`config.mk`:
```
export PLATFORM = sky130hd
export DESIGN_NAME = flag_burst_collector
export DESIGN_NICKNAME = d
export VERILOG_FILES = /design/src/rtl/flag_burst_collector.sv
export SDC_FILE = /design/constraint.sdc
export NUM_CORES = 1
export LEC_CHECK = 0
export CAP_MARGIN = 0
export CORE_UTILIZATION = 50
export CTS_BUF_LIST = sky130_fd_sc_hd__clkbuf_16
export DETAILED_ROUTE_END_ITERATION = 7
export PLACE_DENSITY = 0.74
export SYNTH_ARGS = -nofsm -noshare
export SYNTH_HDL_FRONTEND = slang
export SYNTH_SLANG_ARGS = --single-unit
```
`constraint.sdc`:
```
create_clock -name clk -period 5.6 [get_ports clk]
set_clock_uncertainty 0.15 [all_clocks]
set_input_delay 0.56 -clock clk [delete_from_list [all_inputs] [get_ports clk]]
set_output_delay 0.56 -clock clk [all_outputs]
set_load 0.01 [all_outputs]
```
`src/rtl/flag_burst_collector.sv`:
```
// Summarises each flag-high burst (len, mod sum, first/last, trunc) into a FIFO; PATTERN_CHECK_EN adds out_match.
// Summary visible one cycle after the PUSH state; full FIFO drops summaries (overflow/drop_cnt), never stalls input.
module flag_burst_collector #(
    parameter int DATA_W     = 8,
    parameter int MAX_LEN    = 8,
    parameter int LEN_W      = 4,
    parameter int FIFO_DEPTH = 4
`ifdef PATTERN_CHECK_EN
    ,
    parameter logic [DATA_W-1:0] PAT0 = 7,
    parameter logic [DATA_W-1:0] PAT1 = 2,
    parameter logic [DATA_W-1:0] PAT2 = 5
`endif
) (
    input  logic              clk,
    input  logic              rst,
    input  logic              in_flag,
    input  logic [DATA_W-1:0] in_data,
    output logic              out_valid,
    input  logic              out_ready,
    output logic [LEN_W-1:0]  out_len,
    output logic [DATA_W-1:0] out_sum,
    output logic [DATA_W-1:0] out_first,
    output logic [DATA_W-1:0] out_last,
    output logic              out_trunc,
    output logic              out_match,
    output logic              overflow,
    output logic [7:0]        drop_cnt
);

    localparam int PTR_W = $clog2(FIFO_DEPTH);

    typedef enum logic [1:0] {S_IDLE, S_COLLECT, S_PUSH} state_t;

    typedef struct packed {
        logic [LEN_W-1:0]  len;
        logic [DATA_W-1:0] sum;
        logic [DATA_W-1:0] first;
        logic [DATA_W-1:0] last;
        logic              trunc;
`ifdef PATTERN_CHECK_EN
        logic              match;
`endif
    } summ_t;

    state_t            r_state;
    state_t            w_next;
    logic              w_init;
    logic              w_accum;
    logic              w_push;

    logic [LEN_W-1:0]  r_len;
    logic [DATA_W-1:0] r_sum;
    logic [DATA_W-1:0] r_first;
    logic [DATA_W-1:0] r_last;
    logic              r_trunc;

    summ_t             r_mem [FIFO_DEPTH];
    logic [PTR_W-1:0]  r_wr_ptr;
    logic [PTR_W-1:0]  r_rd_ptr;
    logic [PTR_W:0]    r_count;
    logic              r_overflow;
    logic [7:0]        r_drop_cnt;

    summ_t             w_entry;
    logic              w_full;
    logic              w_pop;
    logic              w_wr;
    logic              w_drop;

    always_ff @(posedge clk or posedge rst) begin
        if (rst) r_state <= S_IDLE;
        else     r_state <= w_next;
    end

    always_comb begin
        w_next = S_IDLE;
        case (r_state)
            S_IDLE:    w_next = in_flag ? S_COLLECT : S_IDLE;
            S_COLLECT: w_next = in_flag ? S_COLLECT : S_PUSH;
            S_PUSH:    w_next = in_flag ? S_COLLECT : S_IDLE;
            default:   w_next = S_IDLE;
        endcase
    end

    always_comb begin
        w_init  = in_flag && (r_state != S_COLLECT);
        w_accum = in_flag && (r_state == S_COLLECT);
        w_push  = (r_state == S_PUSH);
    end

    always_ff @(posedge clk or posedge rst) begin
        if (rst) begin
            r_len   <= '0;
            r_sum   <= '0;
            r_first <= '0;
            r_last  <= '0;
            r_trunc <= 1'b0;
        end else if (w_init) begin
            r_len   <= LEN_W'(1);
            r_sum   <= in_data;
            r_first <= in_data;
            r_last  <= in_data;
            r_trunc <= 1'b0;
        end else if (w_accum) begin
            if (r_len < LEN_W'(MAX_LEN)) begin
                r_len  <= r_len + 1'b1;
                r_sum  <= r_sum + in_data;
                r_last <= in_data;
            end else begin
                r_trunc <= 1'b1;
            end
        end
    end

`ifdef PATTERN_CHECK_EN
    // Running "prefix matches PAT0..PAT2"; anything past the third byte clears it.
    logic r_pat_ok;

    always_ff @(posedge clk or posedge rst) begin
        if (rst) begin
            r_pat_ok <= 1'b0;
        end else if (w_init) begin
            r_pat_ok <= (in_data == PAT0);
        end else if (w_accum && (r_len < LEN_W'(MAX_LEN))) begin
            r_pat_ok <= r_pat_ok &&
                        (((r_len == LEN_W'(1)) && (in_data == PAT1)) ||
                         ((r_len == LEN_W'(2)) && (in_data == PAT2)));
        end
    end
`endif

    always_comb begin
        w_entry       = '0;
        w_entry.len   = r_len;
        w_entry.sum   = r_sum;
        w_entry.first = r_first;
        w_entry.last  = r_last;
        w_entry.trunc = r_trunc;
`ifdef PATTERN_CHECK_EN
        w_entry.match = r_pat_ok && (r_len == LEN_W'(3)) && !r_trunc;
`endif
    end

    // A full FIFO still accepts the summary when the head leaves in the same cycle.
    assign out_valid = (r_count != '0);
    assign w_full    = (r_count == (PTR_W+1)'(FIFO_DEPTH));
    assign w_pop     = out_valid && out_ready;
    assign w_wr      = w_push && (!w_full || w_pop);
    assign w_drop    = w_push && !w_wr;

    always_ff @(posedge clk or posedge rst) begin
        if (rst) begin
            for (int i = 0; i < FIFO_DEPTH; i++) r_mem[i] <= '0;
            r_wr_ptr   <= '0;
            r_rd_ptr   <= '0;
            r_count    <= '0;
            r_overflow <= 1'b0;
            r_drop_cnt <= '0;
        end else begin
            if (w_wr) begin
                r_mem[r_wr_ptr] <= w_entry;
                r_wr_ptr        <= r_wr_ptr + 1'b1;
            end
            if (w_pop) r_rd_ptr <= r_rd_ptr + 1'b1;
            case ({w_wr, w_pop})
                2'b10:   r_count <= r_count + 1'b1;
                2'b01:   r_count <= r_count - 1'b1;
                default: r_count <= r_count;
            endcase
            if (w_drop) begin
                r_overflow <= 1'b1;
                if (r_drop_cnt != 8'hFF) r_drop_cnt <= r_drop_cnt + 1'b1;
            end
        end
    end

    assign out_len   = r_mem[r_rd_ptr].len;
    assign out_sum   = r_mem[r_rd_ptr].sum;
    assign out_first = r_mem[r_rd_ptr].first;
    assign out_last  = r_mem[r_rd_ptr].last;
    assign out_trunc = r_mem[r_rd_ptr].trunc;
`ifdef PATTERN_CHECK_EN
    assign out_match = r_mem[r_rd_ptr].match;
`else
    assign out_match = 1'b0;
`endif
    assign overflow  = r_overflow;
    assign drop_cnt  = r_drop_cnt;

endmodule

```
==> metrics <==
total CTS buffers 17; die height ~120 um; post-synthesis sequential area ratio about 56%; DR DRC count 0; Post-synth EDFFs 0; Tot Pwr ~4.5 mW; Rows 43; Post-DRT Antenna Nets 0; setup TNS 0 ps; RSZ-0062 raised after global routing false; grt ovf 0; core area 14000 sq um; initial antenna violation count 0; P per Cell Area 528 nW/um^2; Synth Net Count 557; RePlAce Congestion 0.765; # diodes 0; # IOs 52; Total Nets Final 607; Rel. slew slack approximately 25%; Initial Util 51.9%; later-pin clock latency in the skew report 420 ps; asr flop ratio synth 100%; Die ar. 15100 sq um; worst min path class reg -> reg; worst slew pin tran between 1000 and 1500 ps; vias per cell 5.68; synth warn 0; GRT Resource Usage Total 21.3%; Pleak 3.83 nW; post-synth cell types 44; final worst slack 2230 ps; Clock Path Buffers 2; # port buffers 50; htree depth 4; post-CTS setup buffers 0; Starting DRT DRC Count 289; Worst setup SP type flop; Post-DP HPWL ~9.3 mm; Area Overhead vs Synth 16.4%; max-cap viol count 0; fmax between 0.2 and 0.3 GHz; final worst path period share 60.1%; largest net degree at the start of global routing 122; layout cell share with drive strength beyond 1 a little under a third; mean routed wirelength per cell 18.6 um; final WL between 10 and 15 mm; commonest non-fill, non-tap cell in the layout dfrtp_1; number of global-route vias before repair between 4000 and 5000; Mapped Cells 529; PostCTS Resize Cnt 0; Final Slew Violations 0; DR vias 4388; global-route wire length before repair 23.8 mm; #FFs+latches synth ~160; chip width 123 um; crit path kind reg -> out; Place WS 2470 ps; Max FO, Critical Path 31; clock tree from TritonCTS done; Peak VDD IR approximately 0.24 mV; CTS clk-pin slew, worst paths 60 ps; Crit path required time 4890 ps; post-layout util 60.4%; Fin. Hold Viols 0; Top FF cell, synth dfrtp_1; first-pass iteration count of the detailed router 5; Worst EP arrival 2660 ps; most frequent cells in the layout dfrtp_1 (162), mux2_2 (109), nand2_1 (69), clkdlybuf4s50_1 (50), mux4_2 (29); Num Clock Sinks 163; Avg Cell Area, Syn 13.8 sq um; Worst Setup End Kind primary output; Clock Root Buffer clkbuf_16; outcome finished clean; Post-Synthesis Cell Area approximately 7300 sq um; final setup vio count 0; Hold-fix buffers, CTS 0; post-route minimum period 3370 ps
[power by group]
| group | internal [mW] | leakage (nW) | switching (mW) |
|---|---|---|---|
| Sequential | 1.60 | 2.06 | 0.347 |
| Combinational | 0.960 | 1.52 | 0.522 |
| Clock | 0.567 | 0.245 | 0.478 |
| Total | 3.13 | 3.83 | 1.35 |
[state kept, by name, indices dropped and copies added, names as in the netlist]
name / count
r_last: 8
r_trunc: 1
r_first: 8
r_rd_ptr: 2
r_len: 4
overflow: 1
r_wr_ptr: 2
drop_cnt: 8
r_count: 3
r_mem: 116
r_state: 2
r_sum: 8
[critical path, cell delays in order (launching register included)]
cell and delay, ps:
dfrtp_2 1080, mux4_2 640, clkdlybuf4s50_1 500
[kinds of logic (layout without fill, tap and decap cells)]
kind of cell / Yosys count / count (layout) / synth area share, %
xor+xnor: 17 / 17 / 2.04
fa+ha+maj: 16 / 16 / 2.95
compound gates: 44 / 44 / 3.73
other cells: 1 / 1 / 0.0515
buf+inv: 38 / 101 / 2.30
simple gates: 111 / 111 / 7.02
mux: 139 / 139 / 25.9
flops: 163 / 163 / 56.0
[per-stage QoR]
stage,instance area [sq um],std cells,hold WS (ps)
finish,8490,772,335
global route,8490,772,360
CTS,8490,772,337
detailed placement,7950,740,317
global placement,7950,740,305
floorplan,7290,529,295
[worst paths after layout]
check	from	endpoint	slack, ps	cells after the start
setup reg to reg	r_count[2]$_DFFE_PP0P_	r_mem[12]$_DFFE_PP0P_	3050	5
hold / removal	r_mem[86]$_DFFE_PP0P_	r_mem[86]$_DFFE_PP0P_	330	2
max in group asynchronous	rst	r_mem[67]$_DFFE_PP0P_	3540	3
min in group asynchronous	rst	r_mem[37]$_DFFE_PP0P_	600	2
hold reg to reg	r_mem[86]$_DFFE_PP0P_	r_mem[86]$_DFFE_PP0P_	330	2
setup / recovery	r_rd_ptr[0]$_DFFE_PP0P_	out_len[0]	2230	2
[Yosys cell counts (2+ instances only)]
cell,n,area [sq um]
ha_1,14,175
nor3b_1,2,15.0
o22ai_1,3,18.8
clkbuf_1,7,26.3
buf_2,17,85.1
nand2b_1,3,18.8
o21ai_0,15,75.1
nand3_1,2,10.0
mux4_2,29,653
xor2_1,6,52.6
a31oi_1,3,18.8
fa_1,2,40.0
nand2_1,69,259
xnor2_1,11,96.3
a32o_1,2,20.0
and3_1,3,18.8
a41oi_1,2,17.5
nor2_1,13,48.8
nor2b_1,3,18.8
o211ai_1,2,15.0
or4_1,2,15.0
nand4_1,6,37.5
dfrtp_1,163,4080
inv_1,12,45.0
mux2_2,109,1230
a21oi_1,11,55.1
[layer usage]
metal	track usage (%)	vias up	part of all wire [%]
met2	34.0	95	49
met4	8.00	0	1.7
met1	28.7	2274	46
met3	4.41	20	3.9
li1	-	1999	-
met5	0	-	0
[final cells by class]
cell class	instances	area, sq um
multi-input cells	328	3040
flip-flops and latches	163	4080
fillers	1070	5560
well taps	180	225
clock inverters	15	111
clock buffers	17	425
inverters	12	50.0
repair buffers	57	553
Power figures use the tool's default switching activity.
